$ cat src/rtl/audio_pkg.sv
// Shared audio types for the codec-side serializer: sample/frame widths,
// sample type and the serializer state encoding.
package audio_pkg;

  localparam int SAMPLE_W = 16;
  localparam int FRAME_W  = 32;

  typedef logic signed [SAMPLE_W-1:0] sample_t;

  typedef enum logic [1:0] {
    WAIT_SYNC = 2'd0,
    LEFT      = 2'd1,
    RIGHT     = 2'd2
  } ser_state_e;

  function automatic logic [FRAME_W-1:0] pack_frame(input sample_t l, input sample_t r);
    return {l, r};
  endfunction

endpackage

$ cat src/rtl/dac_serializer.sv
// I2S-style DAC serializer: one-frame holding register, LRCK edge detect, channel FSM and shifter.
// Build option DAC_SER_UNDERRUN_REPEAT_EN: on underrun replay the last transmitted frame instead of silence.
//
// state     | meaning
// WAIT_SYNC | after reset, no LRCK rising edge seen yet; DACDAT held low
// LEFT      | shifting the left sample (upper frame half), then idle-low
// RIGHT     | shifting the right sample (lower frame half), then idle-low
module dac_serializer
  import audio_pkg::*;
(
  input  logic                       BCLK,
  input  logic                       RST_N,
  input  logic                       DACLRCK,
  output logic                       DACDAT,
  input  logic signed [SAMPLE_W-1:0] leftSample,
  input  logic signed [SAMPLE_W-1:0] rightSample,
  input  logic                       sampleValid,
  output logic                       sampleReady,
  output logic                       underrun
);

  ser_state_e         state_q, state_d;
  logic               lrck_q;
  logic               hold_full_q, hold_full_d;
  logic [FRAME_W-1:0] hold_q, hold_d;
  logic [FRAME_W-1:0] shift_q, shift_d;
  logic [3:0]         bits_left_q, bits_left_d;
  logic               dacdat_q, dacdat_d;
  logic               ready_q, ready_d;
  logic               underrun_q, underrun_d;

  logic               lrck_rise, lrck_fall, frame_start, accept;
  logic [FRAME_W-1:0] under_frame, start_frame;

  assign lrck_rise   = ~lrck_q & DACLRCK;
  assign lrck_fall   = lrck_q & ~DACLRCK;
  assign frame_start = lrck_rise & (state_q != LEFT);
  assign accept      = sampleValid & ready_q;
  assign start_frame = hold_full_q ? hold_q : under_frame;

`ifdef DAC_SER_UNDERRUN_REPEAT_EN
  logic [FRAME_W-1:0] last_q, last_d;

  assign under_frame = last_q;

  always_comb begin
    last_d = last_q;
    if (frame_start && hold_full_q) last_d = hold_q;
  end

  always_ff @(posedge BCLK or negedge RST_N) begin
    if (!RST_N) last_q <= '0;
    else        last_q <= last_d;
  end
`else
  assign under_frame = '0;
`endif

  always_comb begin
    state_d     = state_q;
    hold_full_d = hold_full_q;
    hold_d      = hold_q;
    shift_d     = shift_q;
    bits_left_d = bits_left_q;
    dacdat_d    = 1'b0;
    underrun_d  = 1'b0;

    case (state_q)
      WAIT_SYNC, RIGHT: begin
        if (lrck_rise) begin
          state_d     = LEFT;
          // Left MSB goes out now; the rest of the left half shifts from bit 31.
          dacdat_d    = start_frame[FRAME_W-1];
          shift_d     = {start_frame[FRAME_W-2:SAMPLE_W], 1'b0, start_frame[SAMPLE_W-1:0]};
          bits_left_d = 4'd15;
          if (hold_full_q) hold_full_d = 1'b0;
          else             underrun_d  = 1'b1;
        end else if (state_q == RIGHT && bits_left_q != 4'd0) begin
          dacdat_d              = shift_q[SAMPLE_W-1];
          shift_d[SAMPLE_W-1:0] = {shift_q[SAMPLE_W-2:0], 1'b0};
          bits_left_d           = bits_left_q - 4'd1;
        end
      end
      LEFT: begin
        if (lrck_fall) begin
          // Right channel restarts regardless of how much of the left was sent.
          state_d               = RIGHT;
          dacdat_d              = shift_q[SAMPLE_W-1];
          shift_d[SAMPLE_W-1:0] = {shift_q[SAMPLE_W-2:0], 1'b0};
          bits_left_d           = 4'd15;
        end else if (bits_left_q != 4'd0) begin
          dacdat_d                     = shift_q[FRAME_W-1];
          shift_d[FRAME_W-1:SAMPLE_W]  = {shift_q[FRAME_W-2:SAMPLE_W], 1'b0};
          bits_left_d                  = bits_left_q - 4'd1;
        end
      end
      default: state_d = WAIT_SYNC;
    endcase

    // An acceptance coinciding with an empty-register frame start lands in holding.
    if (accept) begin
      hold_d      = pack_frame(leftSample, rightSample);
      hold_full_d = 1'b1;
    end

    ready_d = ~hold_full_d;
  end

  always_ff @(posedge BCLK or negedge RST_N) begin
    if (!RST_N) begin
      state_q     <= WAIT_SYNC;
      lrck_q      <= 1'b1;
      hold_full_q <= 1'b0;
      hold_q      <= '0;
      shift_q     <= '0;
      bits_left_q <= 4'd0;
      dacdat_q    <= 1'b0;
      ready_q     <= 1'b0;
      underrun_q  <= 1'b0;
    end else begin
      state_q     <= state_d;
      lrck_q      <= DACLRCK;
      hold_full_q <= hold_full_d;
      hold_q      <= hold_d;
      shift_q     <= shift_d;
      bits_left_q <= bits_left_d;
      dacdat_q    <= dacdat_d;
      ready_q     <= ready_d;
      underrun_q  <= underrun_d;
    end
  end

  assign DACDAT      = dacdat_q;
  assign sampleReady = ready_q;
  assign underrun    = underrun_q;

endmodule
$ cat config.mk
export PLATFORM = sky130hd
export DESIGN_NAME = dac_serializer
export DESIGN_NICKNAME = d
export VERILOG_FILES = /design/src/rtl/audio_pkg.sv /design/src/rtl/dac_serializer.sv
export SDC_FILE = /design/constraint.sdc
export NUM_CORES = 1
export LEC_CHECK = 0
export CAP_MARGIN = 10
export CELL_PAD_IN_SITES_DETAIL_PLACEMENT = 0
export CELL_PAD_IN_SITES_GLOBAL_PLACEMENT = 1
export CORE_MARGIN = 3
export CORE_UTILIZATION = 30
export CTS_CLUSTER_DIAMETER = 40
export DETAILED_ROUTE_END_ITERATION = 6
export GPL_ROUTABILITY_DRIVEN = 0
export PLACE_DENSITY_LB_ADDON = 0.1
export SETUP_SLACK_MARGIN = 0.4
export SLEW_MARGIN = 25
export SYNTH_ARGS = -nofsm -noshare
export SYNTH_HDL_FRONTEND = slang
export SYNTH_SLANG_ARGS = --single-unit
$ cat constraint.sdc
create_clock -name BCLK -period 5.8 [get_ports BCLK]
set_input_delay 1.45 -clock BCLK [delete_from_list [all_inputs] [get_ports BCLK]]
set_output_delay 1.45 -clock BCLK [all_outputs]
set_load 0.02 [all_outputs]
Yosys cells after proc, flatten, opt, wreduce, memory -nomap -nowiden
Cells that the tools add are included.
{ "word_totals": {"elab_cells": 61, "output_inout_bits": 3, "ff_bits": 75, "inputBits": 36} }
{ "classes": {"reduce_logical": 9, "muxes": 27, "eq_ne": 8, "n_addsub": 1, "n_bitwise": 6} }
{ "ops": {"columns": ["cell", "n"], "rows": [
  ["$mux 16", 6],
  ["$pmux 32 s2", 1],
  ["$mux 32", 1],
  ["$mux 4", 4],
  ["$mux 1", 10],
  ["$ne 2x2->1 const B", 4],
  ["$pmux 4 s2", 1],
  ["$ne 3x3->1 const B", 2],
  ["$reduce_and 3->1", 2],
  ["$mux 2", 2],
  ["$pmux 2 s2", 1],
  ["$reduce_and 4->1", 1],
  ["$reduce_bool 4->1", 1],
  ["$sub 4x1->4 const B", 1],
  ["$and 1x1->1", 3],
  ["$not 1->1", 3],
  ["$eq 2x1->1 const B", 1],
  ["$eq 2x2->1 const B", 1],
  ["$logic_not 2->1", 1],
  ["$pmux 1 s2", 1],
  ["$reduce_and 2->1", 1],
  ["$reduce_bool 2->1", 1],
  ["$reduce_or 2->1", 1],
  ["$logic_and 1x1->1", 1]
]} }

Logic depth before layout (Yosys ltp)
Gate-level depths: netlist of the first run.
{ "depth": {"ltp_word": 6, "mapped_depth": 7, "mapped_depth_nobuf": 6} }

Worst setup path before layout of the first run
No wires, ideal clock.
{ "synth_timing": {"kind": "input port to flip-flop", "start": "input port sampleValid", "end": "register hold_q[0]", "required_ns": 5.675, "n_path_buf": 1, "setup_ns": 0.125, "path_stages": 3, "setup_slack_ns": 3.370, "arrival_ns": 2.305, "cell_sequence": "nand2_1 buf_1 mux2_2"} }
{ "synth_via": {"elab_chain_cells": 1} }
{ "synth_rtl": {"columns": ["item", "line_no", "text"], "rows": [
  ["start: declaration", "dac_serializer.sv:17", "input logic sampleValid,"],
  ["$and 1x1->1", "dac_serializer.sv:38", "assign accept = sampleValid & ready_q;"],
  ["end signal: assignment", "dac_serializer.sv:124", "hold_q <= hold_d;"],
  ["end: declaration", "dac_serializer.sv:25", "logic [FRAME_W-1:0] hold_q, hold_d;"]
]} }
Every way passes these cells.
A chain may end at the register's enable or synchronous reset.

Worst setup path after layout of the first run
{ "layout_timing": {"start": "input port DACLRCK", "end": "register shift_q[15]"} }
{ "layout_via": {"elab_chain_cells": 4, "word_cells_on_any_way": 8, "cone_classes": "eq/ne: 2; mux: 2; bitwise: 3; reduce/logical: 1"} }
{ "layout_rtl": {"columns": ["item", "line_no", "text"], "rows": [
  ["start: declaration", "dac_serializer.sv:13", "input logic DACLRCK,"],
  ["$not 1->1", "dac_serializer.sv:36", "assign lrck_fall = lrck_q & ~DACLRCK;"],
  ["$and 1x1->1", "dac_serializer.sv:36", null],
  ["$ne 2x2->1 (no source line)", null, null],
  ["$reduce_and 3->1 (no source line)", null, null],
  ["end signal: assignment", "dac_serializer.sv:125", "shift_q <= shift_d;"],
  ["end: declaration", "dac_serializer.sv:26", "logic [FRAME_W-1:0] shift_q, shift_d;"]
]} }
Parallel ways exist; a longest one is shown, timed or not.

==> results of run 1 <==
==> power breakdown <==
group,switching (uW),internal (uW),total [uW]
registers,139,739,878
logic,290,337,628
clock network,208,400,609
total,637,1480,2110
==> final cells by class <==
| type | count | area, um^2 | share of cell area (%) |
|---|---|---|---|
| clock buffer | 12 | 256 | 6.10 |
| clock inverter | 4 | 73.8 | 1.76 |
| inverter | 6 | 22.5 | 0.536 |
| multi-input combinational | 208 | 1410 | 33.5 |
| sequential | 74 | 1850 | 44.1 |
| tap | 140 | 175 | 4.17 |
| timing repair buffer | 42 | 412 | 9.80 |
==> stage by stage <==
stage	total power [uW]	cells
3_5_place_dp	1530	470
3_3_place_gp	1520	470
2_1_floorplan	1360	309
4_1_cts	2160	486
6_report	2110	486
5_1_grt	2280	486
==> cell families after synthesis <==
logic type	count (synthesis)	share of synthesized area [%]
adders and majority gates	1	0.368
muxes	49	17.2
and+or+nand+nor	107	14.3
buffers and inverters	27	4.02
DFF	74	54.6
AOI/OAI and AO/OA	51	9.58
==> cell usage after synthesis, drive strengths merged, types with 2 or more instances <==
master and number:
a21oi 18, inv 6, a211oi 2, mux2 48, nor3b 2, nor3 16, buf 14, nand3 14
nand2b 4, o21ai 18, nand2 61, o2bb2ai 4, clkbuf 7, dfrtp 73, nor2 4
==> final timing paths <==
check | endpoint | cells after the start | slack [ps] | startpoint
setup reg to reg | shift_q[20]$_DFFE_PN0P_ | 4 | 3240 | state_q[0]$_DFFE_PN0P_
setup / recovery | shift_q[15]$_DFFE_PN0P_ | 5 | 2430 | DACLRCK
hold / removal | shift_q[9]$_DFFE_PN0P_ | 2 | 480 | shift_q[9]$_DFFE_PN0P_
hold reg to reg | shift_q[9]$_DFFE_PN0P_ | 2 | 480 | shift_q[9]$_DFFE_PN0P_
max in group asynchronous | shift_q[25]$_DFFE_PN0P_ | 1 | 4200 | RST_N
min in group asynchronous | bits_left_q[0]$_DFFE_PN0P_ | 1 | 1150 | RST_N
==> flip-flops by register name, summed over array words and instances (netlist names) <==
signal and flops:
state_q 2, hold_full_q 1, underrun 1, hold_q 32, lrck_q 1, sampleReady 1, shift_q 31, bits_left_q 4
DACDAT 1
==> routing by layer <==
| metal | vias up | GRT usage (%) | wire length [um] | share of wire (%) |
|---|---|---|---|---|
| met3 | 6 | 3.83 | 260 | 3.7 |
| met1 | 1092 | 16.5 | 3460 | 50 |
| li1 | 1135 | - | - | - |
| met5 | - | 0 | 0 | 0 |
| met4 | 0 | 3.61 | 71 | 1.0 |
| met2 | 33 | 18.3 | 3200 | 46 |
==> worst max-delay path: cells and delay by family <==
| kind | cells | cell delay [ps] |
|---|---|---|
| buffers and inverters | 1 | 600 |
| AO/OA/AOI/OAI | 2 | 420 |
| AND/OR/NAND/NOR | 2 | 1110 |
==> reports/results.env, run 1 <==
ROUTE.DETAILED.WL_PER_INST_UM=14.4
PERIOD_MINUS_SLACK_PS=3370
UTILIZATION_PCT=38.4
DP_WORST_SETUP_SLACK_PS=2060
DRT-INITIAL-DRC-COUNT=72
CRITPATHKIND='in2reg'
CLOCK.FMAX_MHz=296
LEADING_CELL_TYPE_IN_THE_LAYOUT_FILL_AND_TAPS_EXCLUDED='dfrtp_1'
CLOCK_TREE.ROOT_CELL='clkbuf_16'
COUNT_OF_BOUNDARY_I_O_PINS=39
POSTCTSSETUPREPAIRBUFS=0
SYNTHESIS.YOSYS.WARNINGS=0
POWER-PER-CELL-AREA_nW_PER_UM2=503
INITIAL_ANTENNA_VIOLATION_COUNT=0
SYN_AVG_CELL_AREA_UM2=11.0
ANTENNADIODECOUNT=0
WORSTPATHARRIVAL_PS=3580
CRIT_CHAIN='clkdlybuf4s50_1 -> nand2b_1 -> nand2b_1 -> a211oi_1 -> a21oi_1'
PATH_CLK_SLEW_PS=60
HIGHEST_COUNT_CELLS_IN_THE_LAYOUT_IGNORING_FILL_AND_TAPS='dfrtp_1 (73), nand2_1 (61), mux2_2 (39)'
PROPORTION_OF_LAYOUT_CELLS_WITH_A_DRIVE_SUFFIX_ABOVE_1_PCT=22.0
YOSYS-TOP-CELLS-AREA='dfrtp_1 (54%), mux2_2 (13%), nand2_1 (6.7%)'
SETUP-TNS-FINAL_PS=0
INITIAL_UTILIZATION_PCT=31.1
CELL_AREA_AFTER_SYNTHESIS_UM2=3400
MAX_CAP_VIOL_COUNT=0
DIE_HEIGHT_UM=112
INSERTION_DELAY_PS=330
TRANSITION_TIME_AT_THE_PIN_WITH_THE_LEAST_SLEW_MARGIN_PS=882
GRT_PASS1_WL_UM=12200
TIMING_MAX_TRANSITION_VIOLATIONS_FINAL=0
FILLER_CELL_COUNT_IN_THE_FINAL_LAYOUT=1126
SYNTH_TOP_AREA_SHARE_PCT=53.8
CTSHOLDBUFFERS=0
OUTCOME='completed'
POSTLAYOUTSETUPSLACKWORST_PS=2430
DIE_W_UM=112
CLOCK_TREE_FROM_TRITONCTS='yes'
DIEAREA_UM2=12600
SYN-NUM-NETS=346
PORT_BUFFERS=38
TIMING.CRITICAL_PATH.MODE_CELL='nand2b_1'
GRT_PASS1_VIAS=2362
CORE_REGION_AREA_UM2=10900
CRITPATHLAUNCHTYPE='input pin'
DETAIL_ROUTE.DRC_VIOLATIONS=0
CP.REQUIRED_PS=6000
WORST_PATH_MAX_DELAY_CELL='nand2b_1'
FINALHOLDWORSTSLACK_PS=481
ENDPOINT_KIND='flop'
DRTPASS1ITERATIONS=4
PIN_COUNT_OF_THE_BIGGEST_NET_ENTERING_GLOBAL_ROUTING=75
RSZ0062_AT_GRT='false'
POST_CTS_RESIZED=0
SYNTH_ASYNC_SR_FLOP_SHARE_PCT=100
SYN-INSTANCE-COUNT=309
FINAL_NET_COUNT=378
REPORT.FINAL.HOLD_VIOL_COUNT=0
MAXIMUM_CLOCK_INSERTION_BUFFER_COUNT=2
CLOCK-SKEW-FINAL_PS=3.44
REPORT.FINAL.SETUP_VIOL=0
ANTENNA_VIOLATING_NETS_POST_ROUTE=0
CRITPATHMAXSTAGEDELAY_PS=610
AREA.GROWTH.SYNTH_TO_FINAL_PCT=23.7
VIAS=2266
CORE.ROWCOUNT=38
MAX_SLEW_MARGIN_PCT=41.2
POST_DRT_VIA_CELL_RATIO=4.66
CTSHTREEMAXLEVEL=3
SYNTH_CELL_TYPES=41
GRT_REMAINING_OVERFLOW=0
POST-ROUTE-CELL-AREA_UM2=4200
CELLLEAKAGEPOWER_uW=0.00184
SYNTHFLOPTYPE='dfrtp_1'
FIN_CRIT_SH_PCT=58.2
SYNTHESIS_STAGE_REGISTER_BIT_COUNT=74
POST-DP-HPWL_UM=4310
VDD_DROP_MAX_mV=0.200
WORST_HOLD_PATH_TYPE='reg2reg'
SYNTHDOMINANTAREACELLTYPE='dfrtp_1'
SEQ_AREA_FRAC_SYNTH_PCT=54.6
PLACE_AREA_UM2=3870
GRTUSAGETOTAL_PCT=12.0
SYNTH_EDF_COUNT=0
CRIT_PATH_MAX_FANOUT=22
CLOCK_SINK_COUNT=74
FINALWIRELENGTH_UM=6990
CTS_INSERTED_BUFFERS=9
(Power assumes the default switching activity.)
==> run 2: changes to the inputs <==
Clock period 5.8 ns to 2.8 ns, I/O delays scaled along.
==> run 2 against run 1 <==
Compared with the run above: flip-flop and latch count stayed put; first-iteration DRC count up 24%; combinational power is 120% higher; clock power up 120%; total power up 110%; clock skew increased by 3.8 ps; final cell count increased by 1.2%; non-clock buffer count grew 7; cell area grew 1.7%; core utilization up 0.66 points.
==> reports/results.env, run 2 (same netlist as run 1, synthesis figures left out) <==
OUTCOME='completed'
TRANSITION_TIME_AT_THE_PIN_WITH_THE_LEAST_SLEW_MARGIN_PS=592
DETAIL_ROUTE.DRC_VIOLATIONS=0
TIMING_MAX_TRANSITION_VIOLATIONS_FINAL=0
CTSHOLDBUFFERS=0
POWER-PER-CELL-AREA_nW_PER_UM2=1050
HIGHEST_COUNT_CELLS_IN_THE_LAYOUT_IGNORING_FILL_AND_TAPS='dfrtp_1 (73), nand2_1 (61), mux2_2 (39)'
CP.REQUIRED_PS=3000
MAXIMUM_CLOCK_INSERTION_BUFFER_COUNT=2
DIE_W_UM=112
MAX_SLEW_MARGIN_PCT=60.5
RSZ0062_AT_GRT='false'
FILLER_CELL_COUNT_IN_THE_FINAL_LAYOUT=1111
INITIAL_UTILIZATION_PCT=31.1
GROUTE.LAYER.MET3.USAGE_PCT=2.48
REPORT.FINAL.HOLD_VIOL_COUNT=0
MAX_CAP_VIOL_COUNT=0
POST-DP-HPWL_UM=4690
INSERTION_DELAY_PS=330
POST_CTS_RESIZED=0
WORST_HOLD_PATH_TYPE='in2async'
GRT_REMAINING_OVERFLOW=0
UTILIZATION_PCT=39.1
GRTUSAGETOTAL_PCT=12.2
AREA.SEQUENTIAL_UM2=1850
DIE_HEIGHT_UM=112
REPORT.FINAL.SETUP_VIOL=0
CELLLEAKAGEPOWER_uW=0.00188
FINALWIRELENGTH_UM=7150
GRT_PASS1_VIAS=2409
CRIT_CHAIN='clkdlybuf4s50_1 -> nor3b_1 -> a211oi_2 -> buf_4 -> a211oi_1 -> a21oi_1'
ANTENNA_VIOLATING_NETS_POST_ROUTE=0
GRT_PASS1_WL_UM=12400
ENDPOINT_KIND='flop'
WORSTPATHARRIVAL_PS=2340
CTSHTREEMAXLEVEL=3
FIN_CRIT_SH_PCT=76.1
FINALHOLDWORSTSLACK_PS=333
POSTCTSSETUPREPAIRBUFS=0
VIAS=2300
INITIAL_ANTENNA_VIOLATION_COUNT=0
GR-USAGE-MET1_PCT=16.7
PATH_CLK_SLEW_PS=60
REGISTERS.TOP_BY_FF_COUNT='hold_q'
CTS_INSERTED_BUFFERS=9
POST_DRT_VIA_CELL_RATIO=4.67
CLOCK_TREE_FROM_TRITONCTS='yes'
PROPORTION_OF_LAYOUT_CELLS_WITH_A_DRIVE_SUFFIX_ABOVE_1_PCT=23.6
REGISTERS_WITH_THE_MOST_FLIP_FLOPS='hold_q x32, shift_q x31, bits_left_q x4'
AREA.GROWTH.SYNTH_TO_FINAL_PCT=25.9
MULTI_INPUT_COMB_AREA_UM2=1410
WORST_PATH_MAX_DELAY_CELL='clkdlybuf4s50_1'
CLOCK_SINK_COUNT=74
CLOCK_TREE.ROOT_CELL='clkbuf_16'
CLOCK-SKEW-FINAL_PS=7.22
COUNT_OF_BOUNDARY_I_O_PINS=39
BUSIEST_LAYER='met2'
ANTENNADIODECOUNT=0
DRTPASS1ITERATIONS=4
ROUTE.DETAILED.WL_PER_INST_UM=14.5
PERIOD_MINUS_SLACK_PS=2130
CRITPATHLAUNCHTYPE='input pin'
PIN_COUNT_OF_THE_BIGGEST_NET_ENTERING_GLOBAL_ROUTING=41
SETUP-TNS-FINAL_PS=0
VDD_DROP_MAX_mV=0.334
DIEAREA_UM2=12600
DRT-INITIAL-DRC-COUNT=89
PORT_BUFFERS=38
CRITPATHKIND='in2reg'
CRIT_PATH_MAX_FANOUT=16
CORE.ROWCOUNT=38
LARGEST_REGISTER_FF_COUNT=32
CLOCK.FMAX_MHz=469
LEADING_CELL_TYPE_IN_THE_LAYOUT_FILL_AND_TAPS_EXCLUDED='dfrtp_1'
CRITPATHMAXSTAGEDELAY_PS=610
CORE_REGION_AREA_UM2=10900
USE_MET2_PCT=19.1
FINAL_NET_COUNT=385
==> run 2: critical path: cells and delay by family <==
| kind | cells | cell delay [ps] |
|---|---|---|
| simple gates | 1 | 480 |
| buf+inv | 2 | 820 |
| compound gates | 3 | 330 |
==> run 2: final cells by class <==
class / count / share of cell area (%)
flip-flops and latches: 74 / 43.4
well taps: 140 / 4.10
repair buffers: 49 / 11.1
clock buffers: 10 / 5.59
inverters: 6 / 0.527
clock inverters: 5 / 2.40
multi-input cells: 208 / 33.0
==> run 2: report_power, final <==
group / leakage [uW] / internal [uW] / switching, uW
sequential: 0.000907 / 1530 / 264
clock: 0.000165 / 888 / 443
combinational: 0.000807 / 732 / 646
==> run 2: final timing paths <==
| check | start | to | slack, ps | cells after the start |
|---|---|---|---|---|
| setup / recovery | DACLRCK | shift_q[15]$_DFFE_PN0P_ | 670 | 6 |
| hold / removal | RST_N | bits_left_q[1]$_DFFE_PN0P_ | 330 | 1 |
| setup reg to reg | bits_left_q[0]$_DFFE_PN0P_ | bits_left_q[0]$_DFFE_PN0P_ | 790 | 6 |
| hold reg to reg | shift_q[10]$_DFFE_PN0P_ | shift_q[10]$_DFFE_PN0P_ | 480 | 2 |
| max in group asynchronous | RST_N | lrck_q$_DFF_PN1_ | 1840 | 2 |
| min in group BCLK | shift_q[10]$_DFFE_PN0P_ | shift_q[10]$_DFFE_PN0P_ | 480 | 2 |
==> run 2: metal layers <==
layer	up-vias	routed length [um]
li1	1155	-
met1	1108	3630
met2	28	3230
met3	9	191
met4	0	99
met5	-	0
==> run 2: metrics by stage <==
step                      std cells  power (uW)  setup WS [ps]  cell area, um^2
after detailed placement        477        3230            359             3930
after floorplan                 309        2820            951             3400
after global routing            492        4840            565             4270
after CTS                       492        4580            703             4270
after global placement          477        3200            371             3930
final                           492        4500            668             4270
